File: config.mk
export PLATFORM = sky130hd
export DESIGN_NAME = dm_stage_flat
export DESIGN_NICKNAME = d
export VERILOG_FILES = /design/src/rtl/dm_pkg.sv /design/src/rtl/dm_if.sv /design/src/rtl/dm_ram.sv /design/src/rtl/dm_stage.sv /design/src/flat_wrapper.sv
export SDC_FILE = /design/constraint.sdc
export NUM_CORES = 2
export LEC_CHECK = 0
export CAP_MARGIN = 20
export CORE_MARGIN = 5
export CORE_UTILIZATION = 57
export CTS_CLUSTER_SIZE = 14
export DETAILED_ROUTE_END_ITERATION = 6
export HOLD_SLACK_MARGIN = 0.06
export PLACE_DENSITY = 0.76
export SLEW_MARGIN = 20
export SYNTH_ARGS = -nofsm -noshare
export SYNTH_HDL_FRONTEND = slang
export SYNTH_HIERARCHICAL = 1
export SYNTH_SLANG_ARGS = --single-unit
File: constraint.sdc
create_clock -name clk -period 4.17 [get_ports clk]
set_clock_uncertainty 0.1 [all_clocks]
set_input_delay 1.251 -clock clk [delete_from_list [all_inputs] [get_ports clk]]
set_output_delay 1.251 -clock clk [all_outputs]
set_load 0.02 [all_outputs]
File: src/rtl/dm_pkg.sv
// dm_pkg: shared definitions for the data-memory stage of the 16-bit MIPS
// pipeline. The execute stage and the hazard unit import the same package,
// so the op encoding is defined in exactly one place.
package dm_pkg;

  localparam int DW   = 16;  // datapath width
  localparam int RW_W = 5;   // register index width

  typedef enum logic [1:0] {
    OP_NOP   = 2'd0,
    OP_ALU   = 2'd1,
    OP_LOAD  = 2'd2,
    OP_STORE = 2'd3
  } op_e;

  // True for ops that produce a register write-back.
  function automatic logic writes_back(input op_e op);
    return (op == OP_ALU) || (op == OP_LOAD);
  endfunction

endpackage

File: src/rtl/dm_if.sv
// dm_if: bundle between execute/hazard logic and the data-memory stage.
//   master : execute side, drives ans_ex/BR_ex/RW_ex/op_ex/stall/flush and
//            observes the stage outputs.
//   slave  : the data-memory stage itself.
//   RW_dm_1/ans_dm_1 : write-back port towards the register bank.
//   load_in_dm_0/RW_dm_0 : hazard and forwarding information from dm_0.
interface dm_if;
  import dm_pkg::*;

  logic [DW-1:0]   ans_ex;
  logic [DW-1:0]   BR_ex;
  logic [RW_W-1:0] RW_ex;
  logic [1:0]      op_ex;
  logic            stall;
  logic            flush;
  logic [RW_W-1:0] RW_dm_1;
  logic [DW-1:0]   ans_dm_1;
  logic            load_in_dm_0;
  logic [RW_W-1:0] RW_dm_0;

  modport master (
    output ans_ex, BR_ex, RW_ex, op_ex, stall, flush,
    input  RW_dm_1, ans_dm_1, load_in_dm_0, RW_dm_0
  );

  modport slave (
    input  ans_ex, BR_ex, RW_ex, op_ex, stall, flush,
    output RW_dm_1, ans_dm_1, load_in_dm_0, RW_dm_0
  );

endinterface

File: src/rtl/dm_ram.sv
// dm_ram: 2**AW x 16 word-addressed data memory.
//   clk   : write clock
//   we    : write enable, write lands on the rising edge
//   waddr/wdata : write port
//   raddr/rdata : combinational read port
// The array is never reset. With INIT_ZERO=1 it starts at all zeros via a
// declaration initializer (honoured by simulators and by FPGA RAM init).
module dm_ram
  import dm_pkg::*;
#(
  parameter int AW        = 8,
  parameter bit INIT_ZERO = 1'b1
) (
  input  logic          clk,
  input  logic          we,
  input  logic [AW-1:0] waddr,
  input  logic [DW-1:0] wdata,
  input  logic [AW-1:0] raddr,
  output logic [DW-1:0] rdata
);

  localparam int DEPTH = 1 << AW;

  generate
    if (INIT_ZERO) begin : g_init
      logic [DW-1:0] mem [DEPTH] = '{default: '0};

      always_ff @(posedge clk) begin
        if (we) mem[waddr] <= wdata;
      end

      assign rdata = mem[raddr];
    end else begin : g_noinit
      logic [DW-1:0] mem [DEPTH];

      always_ff @(posedge clk) begin
        if (we) mem[waddr] <= wdata;
      end

      assign rdata = mem[raddr];
    end
  endgenerate

endmodule

File: src/rtl/dm_stage.sv
// dm_stage: data-memory stage between execute and the register bank.
//   clk, rst_n : pipeline clock, asynchronous active-low reset
//   bus        : dm_if slave; execute inputs in, write-back/hazard info out
// dm_0 captures the execute result; on the following edge dm_1 registers the
// write-back pair (ALU result or loaded word) while stores hit the memory.
// "No write-back" is encoded as writing 0 to R0 because the register bank
// writes every cycle.
module dm_stage
  import dm_pkg::*;
#(
  parameter int AW        = 8,
  parameter bit INIT_ZERO = 1'b1
) (
  input logic  clk,
  input logic  rst_n,
  dm_if.slave  bus
);

  // dm_0
  op_e             op_q,    op_d;
  logic [DW-1:0]   addr_q,  addr_d;
  logic [DW-1:0]   wdata_q, wdata_d;
  logic [RW_W-1:0] rw_q,    rw_d;
  // dm_1
  logic [RW_W-1:0] rw1_q,   rw1_d;
  logic [DW-1:0]   ans1_q,  ans1_d;

  logic            mem_we;
  logic [DW-1:0]   mem_rdata;

  always_comb begin
    op_d    = op_q;
    addr_d  = addr_q;
    wdata_d = wdata_q;
    rw_d    = rw_q;
    rw1_d   = rw1_q;
    ans1_d  = ans1_q;
    mem_we  = 1'b0;

    // stall freezes everything, including a pending flush and store
    if (!bus.stall) begin
      if (bus.flush) begin
        op_d    = OP_NOP;
        addr_d  = '0;
        wdata_d = '0;
        rw_d    = '0;
      end else begin
        op_d    = op_e'(bus.op_ex);
        addr_d  = bus.ans_ex;
        wdata_d = bus.BR_ex;
        // keep RW_dm_0 meaningful for forwarding: only real write-backs
        rw_d    = writes_back(op_e'(bus.op_ex)) ? bus.RW_ex : '0;
      end

      unique case (op_q)
        OP_ALU: begin
          rw1_d  = rw_q;
          ans1_d = addr_q;
        end
        OP_LOAD: begin
          rw1_d  = rw_q;
          ans1_d = mem_rdata;
        end
        OP_STORE: begin
          mem_we = 1'b1;
          rw1_d  = '0;
          ans1_d = '0;
        end
        default: begin
          rw1_d  = '0;
          ans1_d = '0;
        end
      endcase

      // R0 must never receive a nonzero value
      if (rw_q == '0) ans1_d = '0;
    end
  end

  always_ff @(posedge clk or negedge rst_n) begin
    if (!rst_n) begin
      op_q    <= OP_NOP;
      addr_q  <= '0;
      wdata_q <= '0;
      rw_q    <= '0;
      rw1_q   <= '0;
      ans1_q  <= '0;
    end else begin
      op_q    <= op_d;
      addr_q  <= addr_d;
      wdata_q <= wdata_d;
      rw_q    <= rw_d;
      rw1_q   <= rw1_d;
      ans1_q  <= ans1_d;
    end
  end

  // Only the low AW address bits select a word; upper bits wrap silently.
  dm_ram #(
    .AW        (AW),
    .INIT_ZERO (INIT_ZERO)
  ) u_ram (
    .clk   (clk),
    .we    (mem_we),
    .waddr (addr_q[AW-1:0]),
    .wdata (wdata_q),
    .raddr (addr_q[AW-1:0]),
    .rdata (mem_rdata)
  );

  assign bus.RW_dm_1      = rw1_q;
  assign bus.ans_dm_1     = ans1_q;
  assign bus.load_in_dm_0 = (op_q == OP_LOAD);
  assign bus.RW_dm_0      = rw_q;

endmodule

File: src/flat_wrapper.sv
// flat-port wrapper written by rule: the top's interface ports become plain ports
module dm_stage_flat import dm_pkg::*;
#(
  parameter int AW        = 8,
  parameter bit INIT_ZERO = 1'b1
)
  (clk, rst_n, bus_ans_ex, bus_BR_ex, bus_RW_ex, bus_op_ex, bus_stall, bus_flush, bus_RW_dm_1, bus_ans_dm_1, bus_load_in_dm_0, bus_RW_dm_0);
  dm_if bus_i ();
  input logic clk;
  input logic rst_n;
  input wire logic [$bits(bus_i.ans_ex)-1:0] bus_ans_ex;
  input wire logic [$bits(bus_i.BR_ex)-1:0] bus_BR_ex;
  input wire logic [$bits(bus_i.RW_ex)-1:0] bus_RW_ex;
  input wire logic [$bits(bus_i.op_ex)-1:0] bus_op_ex;
  input wire logic [$bits(bus_i.stall)-1:0] bus_stall;
  input wire logic [$bits(bus_i.flush)-1:0] bus_flush;
  output wire logic [$bits(bus_i.RW_dm_1)-1:0] bus_RW_dm_1;
  output wire logic [$bits(bus_i.ans_dm_1)-1:0] bus_ans_dm_1;
  output wire logic [$bits(bus_i.load_in_dm_0)-1:0] bus_load_in_dm_0;
  output wire logic [$bits(bus_i.RW_dm_0)-1:0] bus_RW_dm_0;
  assign bus_i.ans_ex = bus_ans_ex;
  assign bus_i.BR_ex = bus_BR_ex;
  assign bus_i.RW_ex = bus_RW_ex;
  assign bus_i.op_ex = bus_op_ex;
  assign bus_i.stall = bus_stall;
  assign bus_i.flush = bus_flush;
  assign bus_RW_dm_1 = bus_i.RW_dm_1;
  assign bus_ans_dm_1 = bus_i.ans_dm_1;
  assign bus_load_in_dm_0 = bus_i.load_in_dm_0;
  assign bus_RW_dm_0 = bus_i.RW_dm_0;
  dm_stage #(.AW(AW), .INIT_ZERO(INIT_ZERO)) u_core (.clk(clk), .rst_n(rst_n), .bus(bus_i));
endmodule
# Word level (Yosys, flattened, before mapping)
# Memories as Yosys holds them, arrays and structs flattened.
# Cells that the tools add are included.
[word_totals] output_inout_bits=27 mem_count=1 ff_bits=60 word_cells=27 in_bits=43 mem_bits_rw=4096
[classes] n_mux=12 reduce_logical=3 eq_ne=5
[mem_list] name="u_core.u_ram.g_init.mem" words=256 width=16 rd=1 rd_clocked_by_memory_dff=0 wr=1 line_no="dm_ram.sv:26" source="logic [DW-1:0] mem [DEPTH] = '{default: '0};"
[ops] operator="16-bit 2-to-1 mux" n=3
[ops] operator="16-bit case mux with 2 select lines" n=1
[ops] operator="5-bit 2-to-1 mux" n=3
[ops] operator="2-bit == test, second input constant" n=3
[ops] operator="5-bit logical NOT" n=1
[ops] operator="2-bit by 1-bit == test with 1-bit output, second input constant" n=2
[ops] operator="1-bit 2-to-1 mux" n=4
[ops] operator="2-bit 2-to-1 mux" n=1
[ops] operator="2-bit OR reduction" n=1
[ops] operator="1-bit logical OR" n=1

# Depth between registers and ports, before layout
[logic_depth] word_depth=5 mapped_depth=14 ltp_nobuf=8

# Cells and area by module
# Netlist, hierarchy kept.
[by_module_without_submodules] module="dm_ram" seq_area_each_um2=122998.0 n_inst=1 area_per_inst_um2=158394.4 cells_per_inst=7344
[by_module_without_submodules] module="dm_stage" seq_area_each_um2=1501.4 n_inst=1 area_per_inst_um2=2677.6 cells_per_inst=246

# Worst setup path before layout
# No wires, ideal clock.
[synth_path] kind="register to register" startpoint="reg u_core.wdata_q[0]" endpoint="mem u_core.u_ram.g_init.mem[0][0] (data pin)" path_buffers=0 stages_incl_launch_ff=1 t_arrival_ps=3183 setup_time_ps=804 period_less_slack_ps=4087 path_slack_ps=83 required_time_ps=3266 path_cell_list="dfrtp_1"
[synth_rtl] item="from (decl)" line_no="dm_stage.sv:22" source="logic [DW-1:0] wdata_q, wdata_d;"
[synth_rtl] item="from (signal assigned)" line_no="dm_stage.sv:91" source="wdata_q <= wdata_d;"
[synth_rtl] item="to (decl)" line_no="dm_ram.sv:26"
# Straight into the memory's write port.

# Worst setup path in the final report
[layout_path] startpoint="reg u_core.addr_q[0]" endpoint="reg u_core.ans1_q[9], in the netlist u_core/bus.ans_dm_1[9]"
[layout_via] elab_chain_cells=3
[layout_rtl] item="from (decl)" line_no="dm_stage.sv:21" source="logic [DW-1:0] addr_q, addr_d;"
[layout_rtl] item="from (signal assigned)" line_no="dm_stage.sv:90" source="addr_q <= addr_d;"
[layout_rtl] item="memory read 256 x 16 bit"
[layout_rtl] item="net u_core.mem_rdata[9]" line_no="dm_stage.sv:29" source="logic [DW-1:0] mem_rdata;"
[layout_rtl] item="16-bit case mux with 2 select lines" line_no="dm_stage.sv:55" source="unique case (op_q)"
[layout_rtl] item="16-bit 2-to-1 mux" line_no="dm_stage.sv:76" source="if (rw_q == '0) ans1_d = '0;"
[layout_rtl] item="to (signal assigned)" line_no="dm_stage.sv:94" source="ans1_q <= ans1_d;"
[layout_rtl] item="to (decl)" line_no="dm_stage.sv:26" source="logic [DW-1:0] ans1_q, ans1_d;"
# The timed path passes the listed nets, and every way through them passes these cells.
# A chain may end at the register's enable or synchronous reset.

==> results_dict.tcl <==
set metrics [dict create \
    routed_via_density 6.86 \
    area_of_the_multi_input_gates_mm2 0.0342 \
    power_density_mw_per_mm2 479 \
    ff_latch_area_mm2 0.125 \
    hold_ws_ns 0.339 \
    ys_top_cells_by_count "4096 x sky130_fd_sc_hd__edfxtp_1, 797 x sky130_fd_sc_hd__mux4_2, 565 x sky130_fd_sc_hd__mux2i_1, 305 x sky130_fd_sc_hd__nor2_1, 252 x sky130_fd_sc_hd__o221ai_1" \
    gp_congestion 0.946 \
    synthFlopType "sky130_fd_sc_hd__edfxtp_1" \
    drtIter0Drc 13634 \
    failed_checks "setup timing" \
    grt_start_max_net_pins 153 \
    critical_path.max_fanout 19 \
    core_region_area_mm2 0.282 \
    setup_viol 1 \
    maxUsedRoutingLayer "met5" \
    rsz0062_at_grt "yes" \
    period_minus_slack_ns 4.18 \
    met1_length_um 149000 \
    io-pin-count 70 \
    comb_power_share_pct 7.7 \
    slew_violations 0 \
    max-clock-path-buffers 4 \
    fin_cells 12345 \
    timing.final.crit_share_pct 100 \
    num_rows 195 \
    hold_violations 0 \
    die_width_um 542 \
    post-place-ws_ns -0.711 \
    route.met3.wl_um 61800 \
    cts_tree "built" \
    max_cap_check_violation_count 0 \
    clock_buffers_created_by_tritoncts 394 \
    yosys.cell_count.top_type "sky130_fd_sc_hd__edfxtp_1" \
    grt_pass1_vias 83741 \
    yosys.cell_types.count 60 \
    final.fill_count 17385 \
    worst_slew_pin_slew_ns 1.14 \
    cts_hold_repair.buffers 0 \
    hold_path_class "in -> async" \
    startpoint_type "flip-flop" \
    drive_gt1_share_pct 26.0 \
    ctsRootBufferMaster "sky130_fd_sc_hd__clkbuf_16" \
    post-route-worst-setup-slack_ns -0.0131 \
    postSynthNetCount 7636 \
    met2RoutedLength_um 196000 \
    synthTopCellsByArea "sky130_fd_sc_hd__edfxtp_1 76%, sky130_fd_sc_hd__mux4_2 11%, sky130_fd_sc_hd__mux2i_1 3.5%, sky130_fd_sc_hd__o221ai_1 1.4%, sky130_fd_sc_hd__dfrtp_1 0.93%" \
    async_reset_ff_share_pct 1.44 \
    synth_seq_cells 4156 \
    initial_antenna_violation_count 16 \
    number_of_synthesized_flops_with_an_enable_pin 4096 \
    gr-total-overflow 0 \
    clock_transition_at_path_regs_ns 0.06 \
    totalWireLength_um 430000 \
    global_route.usage.total_pct 28.9 \
    place.port_buffers 69 \
    antenna_violating_nets_left 0 \
    areaGrowthSynthToFinish_pct 13.7 \
    timing.reg2reg.worst_path_depth 13 \
    crit_path_category "reg -> reg" \
    maxClockFrequency_ghz 0.239 \
    worstPathRequired_ns 4.92 \
    leakagePower_nw 56.9 \
    critPathCaptureType "flip-flop" \
    placedCellCount 11607 \
    initial_core_util_pct 57.2 \
    run_status "finished with violations" \
    net-switching-power_mw 19.7 \
    synth_cells 7590 \
    first_pass_iters 6 \
    syn-cell-area_mm2 0.161 \
    synth-warning-count 6 \
    switching_fraction_pct 22.5 \
    post-route-drc-count 0 \
    cell_internal_pwr_mw 68.0 \
    vdd.ir_drop.worst_uv 488 \
    part_of_the_yosys_area_used_for_sequential_elements_pct 77.3 \
    worst_ep_arrival_time_ns 4.93 \
    synth_top_area_share_pct 76.4 \
    grt_first_pass_wirelength_um 611000 \
    setup_tns_ns -0.0131 \
    detail_route.wl_per_cell_um 34.8 \
    power_frac_clock_pct 39.2 \
    nets 8326 \
    synth_area_per_cell_um2 21.2 \
    dieArea_mm2 0.293 \
    clock_insertion_delay_at_the_later_pin_of_the_skew_report_ns 0.94 \
    detailroute.via_count 84689 \
    die_h_um 542 \
    timing.slew.headroom_pct 23.8 \
    power_frac_seq_pct 53.1 \
    synth_area_leader_cell "sky130_fd_sc_hd__edfxtp_1" \
    ctsHtreeMaxLevel 5 \
    detailedPlacementHpwl_um 254000 \
    total_number_of_clock_tree_sinks 4156 \
]
worst paths after layout:
| path | startpoint | to | slack, ns |
|---|---|---|---|
| min in group clk | u_core/bus.RW_dm_1[1] | u_core/bus.RW_dm_1[1] | 0.40 |
| worst min register to register | u_core/bus.RW_dm_1[1] | u_core/bus.RW_dm_1[1] | 0.40 |
| worst min-delay path | rst_n | u_core/addr_q[8] | 0.34 |
| worst max-delay path | u_core/addr_q[0] | u_core/bus.ans_dm_1[9] | -0.01 |
| worst max register to register | u_core/addr_q[0] | u_core/bus.ans_dm_1[9] | -0.01 |
| max in group asynchronous | rst_n | u_core/wdata_q[1] | 2.85 |
registers in the layout (all words and copies together), names as in the netlist:
name and cells:
u_core/u_ram/g_init.mem 4096, u_core/bus.RW_dm_1 5, u_core/addr_q 16, u_core/wdata_q 16, u_core/op_q 2, u_core/bus.RW_dm_0 5, u_core/bus.ans_dm_1 16
metal layers:
metal / up-vias / GRT usage [%]
li1: 33435 / -
met1: 43666 / 40.3
met2: 6508 / 43.2
met3: 1072 / 8.47
met4: 8 / 12.6
met5: - / 0
power by group through the flow:
stage          Clock, mW  Combinational (mW)  Sequential (mW)
3_5_place_dp           0                6.39             47.5
5_1_grt             36.5                6.98             46.5
6_report            34.3                6.75             46.6
3_3_place_gp           0                6.24             47.4
4_1_cts             34.6                6.51             46.6
2_1_floorplan          0                3.47             47.9
worst max-delay path, cell delays in order (launching register included):
cell                       delay [ns]
sky130_fd_sc_hd__dfrtp_4         0.58
sky130_fd_sc_hd__buf_16          0.23
sky130_fd_sc_hd__buf_4           0.25
sky130_fd_sc_hd__buf_6           0.28
sky130_fd_sc_hd__mux2i_1         0.12
sky130_fd_sc_hd__o221ai_1        0.48
sky130_fd_sc_hd__a21oi_1         0.14
sky130_fd_sc_hd__nor3_1          0.54
sky130_fd_sc_hd__o32ai_4         0.28
sky130_fd_sc_hd__buf_4           0.20
sky130_fd_sc_hd__nor4_1          0.39
sky130_fd_sc_hd__buf_4           0.18
sky130_fd_sc_hd__a22o_1          0.13
sky130_fd_sc_hd__a32o_1          0.16
metrics by stage:
step                utilization [%]  power, mW  instance area, um^2
finish                         65.0       87.7               183000
global route                   65.0       90.0               183000
CTS                            64.8       87.7               183000
detailed placement             60.4       53.8               170000
global placement               60.4       53.7               170000
floorplan                         -       51.3               161000
cells in the final DEF, fill, tap and decap left out, drive strengths merged, types with 43 or more instances in the layout:
| master | Yosys | routed |
|---|---|---|
| clkinv | 0 | 162 |
| nand2 | 78 | 78 |
| o22ai | 148 | 148 |
| mux2 | 88 | 88 |
| dfrtp | 60 | 60 |
| clkdlybuf4s50 | 0 | 67 |
| mux4 | 797 | 797 |
| a21oi | 175 | 175 |
| edfxtp | 4096 | 4096 |
| a22o | 53 | 53 |
| nor3 | 94 | 94 |
| a22oi | 43 | 43 |
| clkbuf | 236 | 509 |
| nor2 | 306 | 306 |
| buf | 236 | 695 |
| o21ai | 77 | 77 |
| o221ai | 253 | 253 |
| mux2i | 565 | 565 |
logic make-up after synthesis:
| group | after synthesis | share of synthesized area [%] |
|---|---|---|
| DFF | 4156 | 77.3 |
| adders and majority gates | 3 | 0.0233 |
| muxes | 1450 | 15.3 |
| and+or+nand+nor | 640 | 1.82 |
| xor gates and xnor gates | 1 | 0.00544 |
| AOI/OAI and AO/OA | 862 | 3.82 |
| buffers and inverters | 478 | 1.76 |
area by class of cell:
cell class	count	share of cell area (%)
Sequential cell	4156	68.1
Multi-Input combinational cell	2956	18.7
Clock buffer	505	5.68
Timing Repair Buffer	766	4.02
Tap cell	3743	2.56
Clock inverter	209	0.977
Inverter	6	0.0191
Antenna cell	4	0.00547
what timing repair did:
| item | CTS | global route |
|---|---|---|
| pin swaps | 2 | 7 |
| endpoints found under the setup margin | 11 | 14 |
| gates cloned | 0 | 4 |
| setup buffers | 4 | 12 |
| gates resized for setup | 28 | 35 |
Note: power is estimated with default switching activity, not from simulation.
